$ cat config.mk
export PLATFORM = sky130hd
export DESIGN_NAME = pcie_cpl_tx_engine
export DESIGN_NICKNAME = d
export VERILOG_FILES = /design/src/rtl/pcie_cpl_tx_engine.sv
export SDC_FILE = /design/constraint.sdc
export NUM_CORES = 2
export LEC_CHECK = 0
export BUFFER_PORTS_ARGS = -buffer_cell sky130_fd_sc_hd__clkbuf_2
export CORE_ASPECT_RATIO = 1.25
export CORE_MARGIN = 2
export CORE_UTILIZATION = 40
export DETAILED_ROUTE_END_ITERATION = 10
export PLACE_DENSITY_LB_ADDON = 0.12
export SYNTH_ARGS = -nofsm -noshare
export SYNTH_HDL_FRONTEND = slang
export SYNTH_SLANG_ARGS = --single-unit
$ cat constraint.sdc
create_clock -name i_clk -period 7.2 [get_ports i_clk]
set_clock_uncertainty 0.05 [all_clocks]
set_input_delay 0 -clock i_clk [delete_from_list [all_inputs] [get_ports i_clk]]
set_output_delay 0 -clock i_clk [all_outputs]
set_load 0.02 [all_outputs]
$ cat src/rtl/pcie_cpl_tx_engine.sv
// Completion TX engine: builds 3DW-header Cpl/CplD TLPs from a request and a
// DMA response FIFO onto a 64-bit AXI-Stream port. DMA faults become
// Completer-Abort completions and the faulted payload words are drained.
//
// Handshake semantics: every stream here is valid/ready. A transfer happens
// on the rising clock edge where valid and ready are both high. Once valid is
// raised, the producer holds the payload stable until that edge. Ready may
// toggle freely and never depends combinationally on valid.
module pcie_cpl_tx_engine #(
  parameter int C_DATA_WIDTH = 64,
  parameter int KEEP_WIDTH   = 8,
  parameter int MAX_DW       = 32,
  parameter int FIFO_LOG2    = 5
) (
  input  logic                    i_clk,
  input  logic                    i_nrst,
  input  logic                    i_s_axis_tx_tready,
  output logic [C_DATA_WIDTH-1:0] o_s_axis_tx_tdata,
  output logic [KEEP_WIDTH-1:0]   o_s_axis_tx_tkeep,
  output logic                    o_s_axis_tx_tlast,
  output logic                    o_s_axis_tx_tvalid,
  output logic                    o_tx_src_dsc,
  input  logic                    i_req_compl,
  input  logic                    i_req_compl_wd,
  input  logic [2:0]              i_req_tc,
  input  logic                    i_req_td,
  input  logic                    i_req_ep,
  input  logic [1:0]              i_req_attr,
  input  logic [9:0]              i_req_len,
  input  logic [15:0]             i_req_rid,
  input  logic [7:0]              i_req_tag,
  input  logic [12:0]             i_req_addr,
  input  logic [11:0]             i_req_bytes,
  input  logic                    i_dma_resp_valid,
  input  logic                    i_dma_resp_fault,
  input  logic [C_DATA_WIDTH-1:0] i_dma_resp_data,
  output logic                    o_dma_resp_ready,
  input  logic [15:0]             i_completer_id,
  output logic                    o_compl_done,
  output logic                    o_busy
);

  localparam int DEPTH = 1 << FIFO_LOG2;
  localparam logic [FIFO_LOG2:0] DEPTH_C = (FIFO_LOG2+1)'(DEPTH);

  // Catch configurations the datapath cannot honour at elaboration time.
  if (C_DATA_WIDTH != 64 || KEEP_WIDTH != 8 || (MAX_DW / 2) > DEPTH) begin : g_bad_cfg
    $error("pcie_cpl_tx_engine: unsupported parameter combination");
  end

  typedef enum logic [2:0] {S_IDLE, S_HDR0, S_HDR1, S_DATA, S_DONE} state_t;

  state_t                  state_q, state_d;
  logic [63:0]             tdata_q, tdata_d;
  logic [7:0]              tkeep_q, tkeep_d;
  logic                    tlast_q, tlast_d;
  logic                    tvalid_q, tvalid_d;
  logic [9:0]              rem_q, rem_d;       // payload DWs not yet loaded into a beat
  logic [9:0]              flush_q, flush_d;   // faulted words still to discard
  logic [31:0]             held_q, held_d;     // upper DW of the last popped word
  logic                    cpl_q, cpl_d;       // header-only completion (Cpl or abort)
  logic [15:0]             rid_q, rid_d;
  logic [7:0]              tag_q, tag_d;
  logic [6:0]              laddr_q, laddr_d;
  logic                    run_q, run_d;
  logic [FIFO_LOG2-1:0]    wr_ptr_q, wr_ptr_d, rd_ptr_q, rd_ptr_d;
  logic [FIFO_LOG2:0]      count_q, count_d;
  logic [64:0]             mem_q [DEPTH];

  logic                    hs, pop, pop_ok, push, ready_int, can_start;
  logic                    req_flt, flt_eff, is_cpl;
  logic [9:0]              req_nw;
  logic [63:0]             head, beat0;
  logic [FIFO_LOG2-1:0]    idx;
  logic                    unused_addr;

  assign unused_addr = ^i_req_addr[12:7];
  assign hs   = tvalid_q && i_s_axis_tx_tready;
  assign head = mem_q[rd_ptr_q][63:0];

  // Word count needed and fault OR over the first NW queued entries.
  always_comb begin
    req_nw  = {1'b0, i_req_len[9:1]} + {9'd0, i_req_len[0]};
    req_flt = 1'b0;
    idx     = '0;
    for (int i = 0; i < DEPTH; i++) begin
      idx = rd_ptr_q + i[FIFO_LOG2-1:0];
      if (i < int'(req_nw)) req_flt = req_flt | mem_q[idx][64];
    end
    flt_eff   = i_req_compl_wd && req_flt;
    is_cpl    = !i_req_compl_wd || req_flt;
    can_start = i_req_compl && (!i_req_compl_wd || 32'(count_q) >= 32'(req_nw));
    beat0 = {i_completer_id, (flt_eff ? 3'b100 : 3'b000), 1'b0, i_req_bytes,
             1'b0, (is_cpl ? 7'h0A : 7'h4A), 1'b0, i_req_tc, 4'b0000,
             i_req_td, i_req_ep | flt_eff, i_req_attr, 2'b00,
             (is_cpl ? 10'd0 : i_req_len)};
  end

  // FIFO pointer and occupancy bookkeeping.
  always_comb begin
    run_d     = 1'b1;
    ready_int = run_q && (count_q < DEPTH_C);
    push      = i_dma_resp_valid && ready_int;
    pop_ok    = pop && (count_q != '0);
    wr_ptr_d  = push   ? wr_ptr_q + 1'b1 : wr_ptr_q;
    rd_ptr_d  = pop_ok ? rd_ptr_q + 1'b1 : rd_ptr_q;
    count_d   = count_q;
    if (push && !pop_ok)      count_d = count_q + 1'b1;
    else if (!push && pop_ok) count_d = count_q - 1'b1;
  end

  // Next-state logic.
  always_comb begin
    state_d = state_q;
    unique case (state_q)
      S_IDLE:         if (can_start) state_d = S_HDR0;
      S_HDR0:         if (hs) state_d = S_HDR1;
      S_HDR1, S_DATA: if (hs) state_d = tlast_q ? S_DONE : S_DATA;
      S_DONE:         if (flush_q == '0) state_d = S_IDLE;
      default:        state_d = S_IDLE;
    endcase
  end

  // Beat construction, FIFO pops and per-packet counters.
  always_comb begin
    tdata_d  = tdata_q;
    tkeep_d  = tkeep_q;
    tlast_d  = tlast_q;
    tvalid_d = tvalid_q;
    rem_d    = rem_q;
    flush_d  = flush_q;
    held_d   = held_q;
    cpl_d    = cpl_q;
    rid_d    = rid_q;
    tag_d    = tag_q;
    laddr_d  = laddr_q;
    pop      = 1'b0;
    unique case (state_q)
      S_IDLE: if (can_start) begin
        tvalid_d = 1'b1;
        tdata_d  = beat0;
        tkeep_d  = 8'hFF;
        tlast_d  = 1'b0;
        cpl_d    = is_cpl;
        rem_d    = is_cpl ? 10'd0 : i_req_len;
        flush_d  = flt_eff ? req_nw : 10'd0;
        rid_d    = i_req_rid;
        tag_d    = i_req_tag;
        laddr_d  = is_cpl ? 7'd0 : i_req_addr[6:0];
      end
      S_HDR0: if (hs) begin
        if (cpl_q) begin
          tdata_d = {32'h0, rid_q, tag_q, 1'b0, laddr_q};
          tkeep_d = 8'h0F;
          tlast_d = 1'b1;
        end else begin
          pop     = 1'b1;
          tdata_d = {head[31:0], rid_q, tag_q, 1'b0, laddr_q};
          held_d  = head[63:32];
          tkeep_d = 8'hFF;
          tlast_d = (rem_q == 10'd1);
          rem_d   = rem_q - 10'd1;
        end
      end
      S_HDR1, S_DATA: if (hs) begin
        if (tlast_q) begin
          tvalid_d = 1'b0;
          tdata_d  = '0;
          tkeep_d  = '0;
          tlast_d  = 1'b0;
        end else if (rem_q == 10'd1) begin
          tdata_d = {32'h0, held_q};
          tkeep_d = 8'h0F;
          tlast_d = 1'b1;
          rem_d   = 10'd0;
        end else begin
          pop     = 1'b1;
          tdata_d = {head[31:0], held_q};
          held_d  = head[63:32];
          tkeep_d = 8'hFF;
          tlast_d = (rem_q == 10'd2);
          rem_d   = rem_q - 10'd2;
        end
      end
      S_DONE: if (flush_q != '0) begin
        pop     = 1'b1;
        flush_d = flush_q - 10'd1;
      end
      default: ;
    endcase
  end

  // State and datapath registers; reset abandons any packet and empties the FIFO.
  always_ff @(posedge i_clk) begin
    if (!i_nrst) begin
      state_q  <= S_IDLE;
      tdata_q  <= '0;
      tkeep_q  <= '0;
      tlast_q  <= 1'b0;
      tvalid_q <= 1'b0;
      rem_q    <= '0;
      flush_q  <= '0;
      held_q   <= '0;
      cpl_q    <= 1'b0;
      rid_q    <= '0;
      tag_q    <= '0;
      laddr_q  <= '0;
      run_q    <= 1'b0;
      wr_ptr_q <= '0;
      rd_ptr_q <= '0;
      count_q  <= '0;
    end else begin
      state_q  <= state_d;
      tdata_q  <= tdata_d;
      tkeep_q  <= tkeep_d;
      tlast_q  <= tlast_d;
      tvalid_q <= tvalid_d;
      rem_q    <= rem_d;
      flush_q  <= flush_d;
      held_q   <= held_d;
      cpl_q    <= cpl_d;
      rid_q    <= rid_d;
      tag_q    <= tag_d;
      laddr_q  <= laddr_d;
      run_q    <= run_d;
      wr_ptr_q <= wr_ptr_d;
      rd_ptr_q <= rd_ptr_d;
      count_q  <= count_d;
    end
  end

  // FIFO storage; contents need no reset because the pointers define validity.
  always_ff @(posedge i_clk) begin
    if (push) mem_q[wr_ptr_q] <= {i_dma_resp_fault, i_dma_resp_data};
  end

  assign o_s_axis_tx_tdata  = tdata_q;
  assign o_s_axis_tx_tkeep  = tkeep_q;
  assign o_s_axis_tx_tlast  = tlast_q;
  assign o_s_axis_tx_tvalid = tvalid_q;
  assign o_tx_src_dsc       = 1'b0;
  assign o_dma_resp_ready   = ready_int;
  assign o_compl_done       = (state_q == S_DONE) && (flush_q == '0);
  assign o_busy             = (state_q != S_IDLE);

endmodule

==> impl_metrics.ini <==
[run_status]
status = finished, final reports clean

[timing]
fmax_ghz = 0.159
min_period_ns = 6.31
tightest_slew_ns = 1.12
setup_tns_ns = 0
slew_violations = 0
slew_headroom_pct = 25.3
fin_crit_sh_pct = 87.6
hold_violations = 0
setup-violations-final = 0
rsz0062_at_grt = false

[grt]
grt_max_degree = 122
track_usage_pct = 22.5
antenna_found_initial = 18
grt_pass1_vias = 49100
overflow = 0
grt_pass1_wl_mm = 373

[logic_synthesis]
synth_nets = 4634
synth_seq_cells = 2257
synthFlopType = edfxtp_1
yosysWarnings = 0
seq_area_frac_synth_pct = 72.1
synthDistinctLibCells = 81
synth_edf_count = 2080
yosysTopAreaCellShare_pct = 68.3
syn-mean-instance-area_sq_um = 20.6
synthTopCellsByCount = edfxtp_1 (2,080), mux4_2 (719), nand2_1 (202), clkbuf_1 (179), dfxtp_1 (177)
synth_area_leader_cell = edfxtp_1
async_flop_share_pct = 0
synth_area_sq_um = 91500
synth_most_common_cell = edfxtp_1
synth.area.top_cells = edfxtp_1 (68%), mux4_2 (18%), dfxtp_1 (3.9%), mux2i_1 (1.7%), nand2_1 (0.83%)
synthCells = 4445

[drt]
vias = 47500
highest_layer = met5
drt_iter0_markers = 4693
routedWlPerCell_microns = 32.3
drt-total-wl_mm = 263
wl_met2_mm = 132
wl_met3_mm = 11.6
drt_first_pass_iters = 6
drc_errors = 0
viasPerCell = 5.85
drtAntennaViolNets = 0
m1WireLength_mm = 113

[floorplan]
num_rows = 196
start_util_pct = 40.2
core_area_sq_um = 228000
dieArea_sq_um = 233000
die-height_microns = 539
die-width_microns = 432
io_pins = 231

[pwr]
peakVddDrop_v = 0.000240
power_leakage_uw = 0.0334
power.density_nw_per_um2 = 274

[placement]
hpwl_mm = 139
portBuffers = 223
dp.cells = 7469
gp_congestion = 0.823

[layout]
drive_gt1_share_pct = 28.2
n_fill_cell = 19000
area_growth_pct = 16.1
layout.nets = 5164
final_cells = 8133

[cts]
cts_resized = 0
cts-htree-levels = 4
cts_setup_buffers = 0
cts.sink_count = 2257
clk_latency_ns = 0.88
cts_max_path_buffers = 4
cts_tree = done
cts_root_buf = clkbuf_16
clk_pin_slew_ns = 0.06
cts_hold_buf = 244
numCtsBuffers = 230

[critical_path]
crit_path_end_kind = register
crit_fanout = 15
worstPathRequired_ns = 7.95
r2r_slack_ns = 0.89
crit_type = reg2reg
arrival_ns = 7.06
crit_path_start_kind = register

[hold_path]
min_path_type = in2reg

[run]
drv_cap = 0
-- worst max-delay path, stage by stage (launching register included) --
cell and delay [ns]:
dfxtp_2 0.58, clkinv_1 0.41, ha_1 0.80, mux4_2 0.41, mux2i_1 0.15, o22ai_1 0.11, a21o_1 0.23, a22oi_1 0.21
o2111ai_1 0.14, or4_1 0.54, or4_4 0.48, nor3_2 0.65, nand2_1 0.13, dlygate4sd3_1 0.63, a21oi_1 0.15, dlygate4sd3_1 0.55
-- cell families (layout without fill, tap and decap cells) --
| group | Yosys count | in the layout | share of synthesized area (%) |
|---|---|---|---|
| AOI/OAI and AO/OA | 408 | 408 | 3.34 |
| xor gates and xnor gates | 45 | 45 | 0.455 |
| adders and majority gates | 36 | 36 | 0.500 |
| buffers and inverters | 307 | 1022 | 1.35 |
| DFF | 2257 | 2257 | 72.1 |
| muxes | 899 | 899 | 19.7 |
| other | 1 | 4 | 0.00410 |
| and+or+nand+nor | 492 | 492 | 2.52 |
-- cells in the final DEF (no fill, tap or decap), types with 33 or more instances in the layout --
cell	synthesis	routed
clkbuf_16	0	235
dlygate4sd3_1	0	244
dfxtp_1	177	169
buf_4	8	85
o211a_1	68	68
clkbuf_1	179	62
nand3_1	41	40
nor2_1	95	61
nor2_4	1	35
mux2i_1	158	158
clkbuf_2	0	225
nand2_1	202	201
clkinv_1	2	44
a21oi_1	51	51
edfxtp_1	2080	2080
o21ai_0	68	68
ha_1	35	35
mux4_2	719	719
a21boi_0	35	35
inv_1	33	33
-- stage by stage --
step / utilization, % / hold slack (ns) / area (sq um) / total power [uW] / worst slack [ns]
6_report: 46.6 / 0.0641 / 106000 / 29100 / 0.892
5_1_grt: 46.6 / 0.0360 / 106000 / 30100 / 0.449
3_3_place_gp: 42.4 / 0.187 / 96500 / 17600 / 1.93
3_5_place_dp: 42.4 / 0.195 / 96500 / 17600 / 1.93
2_1_floorplan: - / -0.0223 / 91500 / 16500 / 2.13
4_1_cts: 46.6 / 0.00119 / 106000 / 29400 / 0.947
-- state kept, by name (all words and copies together), names as in the netlist, named ones only --
register / flops
flush_q: 10
held_q: 32
state_q: 3
mem_q: 2080
o_s_axis_tx_tdata: 64
o_s_axis_tx_tkeep: 2
cpl_q: 1
laddr_q: 7
wr_ptr_q: 5
rem_q: 10
rd_ptr_q: 5
count_q: 6
o_s_axis_tx_tlast: 1
run_q: 1
tag_q: 8
rid_q: 16
o_s_axis_tx_tvalid: 1
-- metal layers --
metal | vias up | global-route usage (%)
li1 | 19700 | -
met1 | 26100 | 31.3
met2 | 1308 | 37.8
met3 | 359 | 2.84
met4 | 16 | 5.15
met5 | - | 0
-- final timing paths --
path | cells after the start | startpoint | end
setup / recovery | 15 | rd_ptr_q[3] | o_s_axis_tx_tdata[1]
hold / removal | 4 | i_req_len[7] | o_s_axis_tx_tdata[7]
setup reg to reg | 15 | rd_ptr_q[3] | o_s_axis_tx_tdata[1]
hold reg to reg | 2 | rid_q[2] | rid_q[2]
-- power breakdown --
| group | leakage, uW | switching [uW] | internal, uW |
|---|---|---|---|
| Sequential | 0.0202 | 171 | 14500 |
| Combinational | 0.00964 | 1710 | 1040 |
| Clock | 0.00356 | 4990 | 6690 |
| Total | 0.0334 | 6870 | 22200 |
-- area by class of cell --
| type | instances | area, sq um | share of cell area, % |
|---|---|---|---|
| multi-input combinational | 1881 | 24500 | 23.1 |
| inverter | 35 | 131 | 0.124 |
| tap | 2970 | 3720 | 3.50 |
| clock inverter | 100 | 912 | 0.858 |
| antenna | 3 | 7.51 | 0.00706 |
| clock buffer | 317 | 6360 | 5.99 |
| sequential | 2257 | 66000 | 62.1 |
| timing repair buffer | 570 | 4560 | 4.29 |
(Power assumes the default switching activity.)
